==> config.mk <==
export PLATFORM = sky130hd
export DESIGN_NAME = shared_mem_arbiter
export DESIGN_NICKNAME = d
export VERILOG_FILES = /design/src/rtl/shared_mem_arbiter.sv
export SDC_FILE = /design/constraint.sdc
export NUM_CORES = 1
export LEC_CHECK = 0
export ABC_AREA = 1
export CORE_AREA = 2 2 100 92
export DETAILED_ROUTE_END_ITERATION = 8
export DIE_AREA = 0 0 102 94
export GPL_ROUTABILITY_DRIVEN = 0
export MAX_ROUTING_LAYER = met4
export PLACE_DENSITY = 0.72
export SYNTH_ARGS = -nofsm -noshare
export SYNTH_HDL_FRONTEND = slang
export SYNTH_SLANG_ARGS = --single-unit
==> constraint.sdc <==
create_clock -name clk_25 -period 1.72 [get_ports clk_25]
set_clock_uncertainty 0.15 [all_clocks]
set_input_delay 0.516 -clock clk_25 [delete_from_list [all_inputs] [get_ports clk_25]]
set_output_delay 0.516 -clock clk_25 [all_outputs]
set_load 0.02 [all_outputs]
==> src/rtl/shared_mem_arbiter.sv <==
// Three-way arbiter for one single-port BRAM: ROM download writer > CPU > vector generator.
// Define SHMEM_STARVE_BOOST_EN to let a starved VG request outrank the CPU.
module shared_mem_arbiter #(
  parameter int unsigned AW         = 14,
  parameter int unsigned DW         = 8,
  parameter int unsigned STARVE_MAX = 8
) (
  input  logic          clk_25,
  input  logic          RESET_n,
  input  logic          dl_active,
  input  logic          dl_wr,
  input  logic [AW-1:0] dl_addr,
  input  logic [DW-1:0] dl_data,
  output logic          dl_overrun,
  output logic          cpu_hold,
  input  logic          cpu_req,
  input  logic          cpu_we,
  input  logic [AW-1:0] cpu_addr,
  input  logic [DW-1:0] cpu_din,
  output logic          cpu_ack,
  output logic [DW-1:0] cpu_dout,
  input  logic          vg_req,
  input  logic [AW-1:0] vg_addr,
  output logic          vg_ack,
  output logic [DW-1:0] vg_dout,
  output logic [AW-1:0] mem_addr,
  output logic          mem_we,
  output logic [DW-1:0] mem_din,
  input  logic [DW-1:0] mem_dout
);

  typedef enum logic [1:0] {StIdle, StCap, StAck} state_e;

  state_e        state_q;
  logic          cap_cpu_q;
  logic          cpu_ack_q, vg_ack_q, mem_we_q;
  logic [DW-1:0] cpu_dout_q, vg_dout_q, mem_din_q;
  logic [AW-1:0] mem_addr_q;

  logic          dl_pend_q, dl_pend_d;
  logic [AW-1:0] dl_paddr_q;
  logic [DW-1:0] dl_pdata_q;
  logic          dl_overrun_q, dl_active_q, cpu_hold_q;

  logic idle, hold_block, vg_boost;
  logic gnt_dl, gnt_cpu, gnt_vg, dl_drop;

  // Block the CPU as soon as a download is visible, even before cpu_hold catches up.
  assign idle       = (state_q == StIdle);
  assign hold_block = cpu_hold_q | dl_active | dl_pend_q;
  assign gnt_dl     = idle & dl_pend_q;
  assign gnt_cpu    = idle & ~dl_pend_q & cpu_req & ~hold_block & ~(vg_boost & vg_req);
  assign gnt_vg     = idle & ~dl_pend_q & vg_req & ~gnt_cpu;
  assign dl_drop    = dl_wr & dl_pend_q & ~gnt_dl;
  assign dl_pend_d  = (dl_wr & ~dl_drop) | (dl_pend_q & ~gnt_dl);

`ifdef SHMEM_STARVE_BOOST_EN
  logic [3:0] starve_q;

  always_ff @(posedge clk_25 or negedge RESET_n) begin
    if (!RESET_n) begin
      starve_q <= '0;
    end else if (gnt_vg) begin
      starve_q <= '0;
    end else if (vg_req && starve_q != 4'hF) begin
      starve_q <= starve_q + 4'd1;
    end
  end

  assign vg_boost = (32'(starve_q) >= STARVE_MAX);
`else
  // Threshold only matters in the boost build.
  logic unused_starve_max;
  assign unused_starve_max = ^STARVE_MAX;
  assign vg_boost          = 1'b0;
`endif

  always_ff @(posedge clk_25 or negedge RESET_n) begin
    if (!RESET_n) begin
      dl_pend_q    <= 1'b0;
      dl_paddr_q   <= '0;
      dl_pdata_q   <= '0;
      dl_overrun_q <= 1'b0;
      dl_active_q  <= 1'b0;
      cpu_hold_q   <= 1'b1;
    end else begin
      dl_active_q <= dl_active;
      dl_pend_q   <= dl_pend_d;
      cpu_hold_q  <= dl_active | dl_pend_d;
      if (dl_wr && !dl_drop) begin
        dl_paddr_q <= dl_addr;
        dl_pdata_q <= dl_data;
      end
      if (dl_drop) begin
        dl_overrun_q <= 1'b1;
      end else if (dl_active && !dl_active_q) begin
        dl_overrun_q <= 1'b0;
      end
    end
  end

  always_ff @(posedge clk_25 or negedge RESET_n) begin
    if (!RESET_n) begin
      state_q    <= StIdle;
      cap_cpu_q  <= 1'b0;
      cpu_ack_q  <= 1'b0;
      vg_ack_q   <= 1'b0;
      mem_we_q   <= 1'b0;
      cpu_dout_q <= '0;
      vg_dout_q  <= '0;
      mem_din_q  <= '0;
      mem_addr_q <= '0;
    end else begin
      cpu_ack_q <= 1'b0;
      vg_ack_q  <= 1'b0;
      mem_we_q  <= 1'b0;
      unique case (state_q)
        StIdle: begin
          if (gnt_dl) begin
            mem_addr_q <= dl_paddr_q;
            mem_din_q  <= dl_pdata_q;
            mem_we_q   <= 1'b1;
          end else if (gnt_cpu) begin
            mem_addr_q <= cpu_addr;
            cap_cpu_q  <= 1'b1;
            if (cpu_we) begin
              mem_din_q <= cpu_din;
              mem_we_q  <= 1'b1;
              cpu_ack_q <= 1'b1;
              state_q   <= StAck;
            end else begin
              state_q <= StCap;
            end
          end else if (gnt_vg) begin
            mem_addr_q <= vg_addr;
            cap_cpu_q  <= 1'b0;
            state_q    <= StCap;
          end
        end
        StCap: begin
          if (cap_cpu_q) begin
            cpu_dout_q <= mem_dout;
            cpu_ack_q  <= 1'b1;
          end else begin
            vg_dout_q <= mem_dout;
            vg_ack_q  <= 1'b1;
          end
          state_q <= StIdle;
        end
        StAck:   state_q <= StIdle;
        default: state_q <= StIdle;
      endcase
    end
  end

  assign dl_overrun = dl_overrun_q;
  assign cpu_hold   = cpu_hold_q;
  assign cpu_ack    = cpu_ack_q;
  assign cpu_dout   = cpu_dout_q;
  assign vg_ack     = vg_ack_q;
  assign vg_dout    = vg_dout_q;
  assign mem_addr   = mem_addr_q;
  assign mem_we     = mem_we_q;
  assign mem_din    = mem_din_q;

endmodule

==> reports/results.txt, run 1 <==
Status = complete, no violations
P_int = 0.00347 W
Share of cells above drive strength 1 = 20.8%
Worst reg2reg path depth = 7
First-pass GRT wire length = 13400 µm
Simple-Gate Fraction of Synth Area = 30.1%
Hold Path Sink = dl_paddr_q[6]$_DFFE_PN0P_
Post-CTS setup repair buffer count = 0
CTS tree = done
Top Ports = 116
Routed Antenna Nets = 0
CP bufs+invs = 1
Synthesis-stage register bit count = 70
Setup violators final = 0
Nets = 582
Sw frac = 31.9%
Dpl hpwl = 6170 µm
Reg2reg setup slack = 0.21 ns
Setup Total Neg Slack = 0 ns
Vias in the first global route = 2883
Xor and xnor area share after synthesis = 0%
FF-to-FF End = mem_addr[7]$_DFFE_PN0P_
PwrDens = 1050 mW/mm²
Unrepaired setup endpoints after global routing = false
Clock latency on the worst-skew pair = 0.33 ns
Cell Count Post-Placement = 616
H-tree lvl count = 3
Hold path cells = 2
Worst path arrival time = 1.02 ns
Die width = 102 µm
Gate power share = 29.2%
Distinct cell type count of the synthesized netlist = 25
Largest family of logic cells by synthesized area = simple AND/OR/NAND/NOR gates
Dominant cell type by area after synthesis = dfrtp_1
Seq/Total Area, Yosys = 52.1%
Starting Density = 39.6%
Clock power share = 28.3%
CTS Sinks = 70
Post-Synthesis Cells = 382
Clk slew on worst S/H paths = 0.08 ns
Post-Syn Nets = 455
Drt first pass iters = 4
Final std cells w/o fill = 633
Mean Syn Cell Area = 8.80 µm²
Chip height = 94 µm
CP delay by family, top = flip-flops
Max Slew Vio Count = 0
P_sw = 0.00162 W
Endpoints failing hold = 0
Sequential power share = 42.5%
Antenna violations before repair = 0
R2R Path Start = cpu_hold$_DFF_PN1_
Worst slew margin = 69.2%
FFs w/ async S/R, synth = 100%
Post-synth top cells = nand2_1, dfrtp_1, nand3_1
Final instance area = 0.00484 mm²
Largest net degree at the start of global routing = 33
Critical path's largest stage delay = 0.42 ns
Num CTS Buffers = 9
Syn. warnings = 0
EDFF count, synth = 0
Placed inst area = 0.00469 mm²
Hold WC Path Type = flop to flop
Fin crit period = 1.68 ns
Cell area after synthesis = 0.00336 mm²
Wirelength per Cell = 12.7 µm
Deepest clock path buffer count = 2
Post-Route WL = 8040 µm
Crit Path Category = flop to output port
Synth area leaders = dfrtp_1, nand2_1, nand3_1
Crit-path cells = clkdlybuf4s15_2
Max Cap Viol = 0
Share of the synthesized area in the top cell type = 51.4%
GRT Total Usage = 18.4%
CP Max Fanout = 2
Crit end category = output port
Synth Flop Type = dfrtp_1
Most common cell in the netlist = nand2_1
Vias per cell = 4.64
Vias post-DR = 2934
IO buf count = 115
Clk root buf = clkbuf_8
Core area = 0.00849 mm²
Die ar. = 0.00959 mm²
Synth Area in Compound Gates = 7.26%
Synth Area in Adders = 0%
1st-iter DRT viols = 120
Critical Path Start Type = flop
DR DRC count = 0
Std cell rows = 32
WP data required = 1.05 ns
Static leakage = 2.44 nW
Critical Path Source = mem_addr[11]$_DFFE_PN0P_
Total global routing overflow = 0
Slew @ Worst Pin = 0.462 ns
Peak VDD IR = 0.435 mV
Min-Delay Startpoint = dl_paddr_q[6]$_DFFE_PN0P_
Tcrit/Tclk final = 98.0%
Achievable clock frequency = 0.594 GHz
Multiplexer area fraction after synthesis = 0%
Area Growth Syn to Fin = 44.0%
Slowest stage cell, crit path = dfrtp_1
Ant. Diodes = 0
worst max path at each step:
stage                              endpoint  cells after the start
global placement    mem_addr[6]$_DFFE_PN0P_                      7
CTS                             mem_addr[3]                      1
floorplan           mem_addr[8]$_DFFE_PN0P_                      6
detailed placement  mem_addr[6]$_DFFE_PN0P_                      7
finish                         mem_addr[11]                      1
global route                     vg_dout[6]                      1
registers in the layout (all words and copies together) (netlist names), 2 cells and up:
name,cells
cpu_dout,8
dl_paddr_q,14
dl_pdata_q,8
mem_addr,14
mem_din,8
state_q,2
vg_dout,8
cell usage in the layout (no fill, tap or decap), drive strengths merged:
master | netlist | routed
dfstp | 1 | 1
a21oi | 9 | 9
inv | 55 | 55
clkdlybuf4s50 | 0 | 71
o21ai | 27 | 27
bufinv | 0 | 2
nor3 | 1 | 1
nand3 | 72 | 72
dfrtp | 69 | 69
clkdlybuf4s15 | 0 | 23
dlygate4sd2 | 0 | 3
nor2 | 12 | 12
dlygate4sd3 | 0 | 1
nand2 | 118 | 118
clkinvlp | 0 | 1
clkbuf | 1 | 29
buf | 17 | 20
power groups by stage:
stage / Combinational (W) / Sequential, W / Clock [W]
2_1_floorplan: 0.000523 / 0.00248 / 0
6_report: 0.00149 / 0.00216 / 0.00144
3_5_place_dp: 0.00168 / 0.00219 / 0
3_3_place_gp: 0.00164 / 0.00219 / 0
5_1_grt: 0.00165 / 0.00220 / 0.00156
4_1_cts: 0.00153 / 0.00216 / 0.00147
kinds of logic after synthesis:
family	Yosys count
buf+inv	73
flops	70
simple gates	203
compound gates	36
stage by stage:
step,utilization (%),total power (W),setup WS (ns),hold WS (ns)
5_1_grt,57.0,0.00540,0.000689,0.348
4_1_cts,57.6,0.00515,0.00231,0.327
6_report,57.0,0.00510,0.0351,0.325
2_1_floorplan,-,0.00300,0.284,0.0704
3_5_place_dp,55.2,0.00387,-0.266,0.273
3_3_place_gp,55.2,0.00383,-0.212,0.269
routing by layer:
metal / up-vias / routed length, µm / track usage, %
li1: 1449 / - / -
met1: 1373 / 3680 / 24.7
met2: 102 / 3730 / 28.5
met3: 10 / 524 / 3.57
met4: 0 / 98 / 5.44
met5: - / 0 / -
final cells by class:
cell class	instances	area (µm²)
Sequential cell	70	1750
Fill cell	779	3650
Multi-Input combinational cell	239	1270
Clock buffer	13	149
Clock inverter	3	67.6
Timing Repair Buffer	134	1250
Tap cell	119	149
Inverter	55	209
what timing repair did:
item / CTS / global route
endpoints found under the setup margin: 43 / 32
pin swaps: 0 / 0
hold endpoints to repair: 16 / 0
cloned: 0 / 0
hold buffers: 1 / 0
resized for setup: 71 / 34
Note: power is estimated with default switching activity, not from simulation.
==> run 2, diff against run 1 <==
--- a/config.mk
+++ b/config.mk
@@ -12,6 +12,7 @@
 export GPL_ROUTABILITY_DRIVEN = 0
 export MAX_ROUTING_LAYER = met4
 export PLACE_DENSITY = 0.72
+export SKIP_CTS_REPAIR_TIMING = 1
 export SYNTH_ARGS = -nofsm -noshare
 export SYNTH_HDL_FRONTEND = slang
 export SYNTH_SLANG_ARGS = --single-unit
==> run 2 against run 1 <==
Combinational power increased by 8%. Clock power barely moved. Final cell count unchanged. Routed wire length grew 1.5%. Via count decreased by 0.75%. Global-route usage about the same. Total power up 2.0%. Final area increased by 3.8%. Sequential share of layout area fell by 1.3 points. Critical path depth unchanged. Clock-buffer cell count unchanged. Largest cell class unchanged. Largest power group unchanged.
==> reports/results.txt, run 2 (synthesis gave the netlist of run 1 again) <==
Status = complete, no violations
Worst slew margin = 69.6% (+0.42 points)
Cell Count Post-Placement = 616 (unchanged)
Routed Antenna Nets = 0 (unchanged)
Max Cap Viol = 0 (unchanged)
Post-layout util = 59.2% (+2.2 points)
Clock latency on the worst-skew pair = 0.33 ns (about the same)
Hold WC Path Type = flop to flop
Endpoints failing hold = 0 (unchanged)
CP delay by family, top = flip-flops
Drt first pass iters = 4 (unchanged)
H-tree lvl count = 3 (unchanged)
Slowest stage cell, crit path = dfstp_2
1st-iter DRT viols = 123 (+2.5%)
Dpl hpwl = 6170 µm (unchanged)
Final std cells w/o fill = 633 (unchanged)
PwrDens = 1030 mW/mm² (-1.7%)
Area Growth Syn to Fin = 49.5%
Crit-path cells = clkbuf_2
Worst path arrival time = 1.02 ns (about the same)
Starting Density = 39.6% (unchanged)
Die width = 102 µm (unchanged)
Crit Path Category = flop to output port
Total global routing overflow = 0 (unchanged)
Core area = 0.00849 mm² (unchanged)
Commonest non-fill, non-tap cell in the layout = nand2_1
R2R Path Start = cpu_hold$_DFF_PN1_
Vias post-DR = 2912 (-0.75%)
CTS Sinks = 70 (unchanged)
Setup Total Neg Slack = 0 ns (unchanged)
Std cell rows = 32 (unchanged)
Crit end category = output port
GRT Total Usage = 18.3% (-0.049 points)
Num CTS Buffers = 9 (unchanged)
Max Slew Vio Count = 0 (unchanged)
Vias per cell = 4.60 (-0.75%)
FF-to-FF End = mem_addr[7]$_DFFE_PN0P_
Setup violators final = 0 (unchanged)
Antenna violations before repair = 0 (unchanged)
DR DRC count = 0 (unchanged)
Peak VDD IR = 0.436 mV (about the same)
CP Max Fanout = 2 (unchanged)
Reg2reg setup slack = 0.20 ns (about the same)
Worst reg2reg path depth = 7 (unchanged)
First-pass GRT wire length = 13400 µm (-0.25%)
Clk slew on worst S/H paths = 0.07 ns (about the same)
Wirelength per Cell = 12.9 µm (+1.5%)
Chip height = 94 µm (unchanged)
WP data required = 1.05 ns (about the same)
Critical Path Start Type = flop
Ant. Diodes = 0 (unchanged)
CTS tree = done
Achievable clock frequency = 0.592 GHz (-0.20%)
IO buf count = 115 (unchanged)
Top Ports = 116 (unchanged)
CP bufs+invs = 1 (unchanged)
Commonest non-fill, non-tap cells in the layout = nand2_1, clkdlybuf4s50_1, dfrtp_1
Static leakage = 2.88 nW (+18%)
Share of cells above drive strength 1 = 17.1% (-3.7 points)
CP Capture Point = cpu_hold
Die ar. = 0.00959 mm² (unchanged)
Levels on crit path = 1 (unchanged)
Vias in the first global route = 2882 (-0.035%)
Largest net degree at the start of global routing = 33 (unchanged)
Nets = 582 (unchanged)
Fin crit period = 1.69 ns (+0.00341 ns)
Deepest clock path buffer count = 2 (unchanged)
# fillers = 760 (-2.4%)
Clk root buf = clkbuf_8
Critical path's largest stage delay = 0.53 ns (+0.11 ns)
Slew @ Worst Pin = 0.456 ns (-0.00630 ns)
Post-Route WL = 8160 µm (+1.5%)
Tcrit/Tclk final = 98.2% (+0.20 points)
Critical Path Source = cpu_hold$_DFF_PN1_
-- run 2: how the worst min path moves through the flow --
stage                                          from                    endpoint  slack, ns  depth (start not counted)
final                     dl_paddr_q[4]$_DFFE_PN0P_   dl_paddr_q[4]$_DFFE_PN0P_       0.32                          2
after global routing      dl_paddr_q[6]$_DFFE_PN0P_   dl_paddr_q[6]$_DFFE_PN0P_       0.35                          2
after CTS                                   RESET_n   dl_paddr_q[0]$_DFFE_PN0P_      -0.09                          1
after detailed placement                    RESET_n   dl_paddr_q[0]$_DFFE_PN0P_       0.27                          1
after global placement                      RESET_n  dl_paddr_q[13]$_DFFE_PN0P_       0.27                          1
after floorplan                             RESET_n       cap_cpu_q$_DFFE_PN0P_       0.07                          0
-- run 2: per-stage QoR --
stage / worst slack [ns] / hold WS, ns / total power [W] / instance area (µm²)
finish: 0.0317 / 0.324 / 0.00520 / 5020
global route: -0.00410 / 0.348 / 0.00551 / 5020
CTS: -0.419 / -0.0942 / 0.00531 / 4910
detailed placement: -0.266 / 0.273 / 0.00387 / 4690
global placement: -0.212 / 0.269 / 0.00383 / 4690
floorplan: 0.284 / 0.0704 / 0.00300 / 3360
-- run 2: area by class of cell --
class | instances | area, µm² | area share, %
clock buffer | 13 | 149 | 2.96
clock inverter | 3 | 67.6 | 1.34
inverter | 55 | 209 | 4.16
multi-input combinational | 239 | 1270 | 25.2
sequential | 70 | 1750 | 34.9
tap | 119 | 149 | 2.96
timing repair buffer | 134 | 1430 | 28.5
-- run 2: report_power, final --
group / total (W) / switching (W) / internal, W
Clock: 0.00143 / 0.000576 / 0.000859
Combinational: 0.00161 / 0.000848 / 0.000764
Sequential: 0.00215 / 0.000183 / 0.00197
Total: 0.00520 / 0.00161 / 0.00359
-- run 2: routing by layer --
metal,GRT usage (%),vias up,routed length [µm]
met2,28.2,100,3770
met4,5.44,0,98
li1,-,1447,-
met3,3.57,11,553
met1,24.7,1354,3730
met5,-,-,0
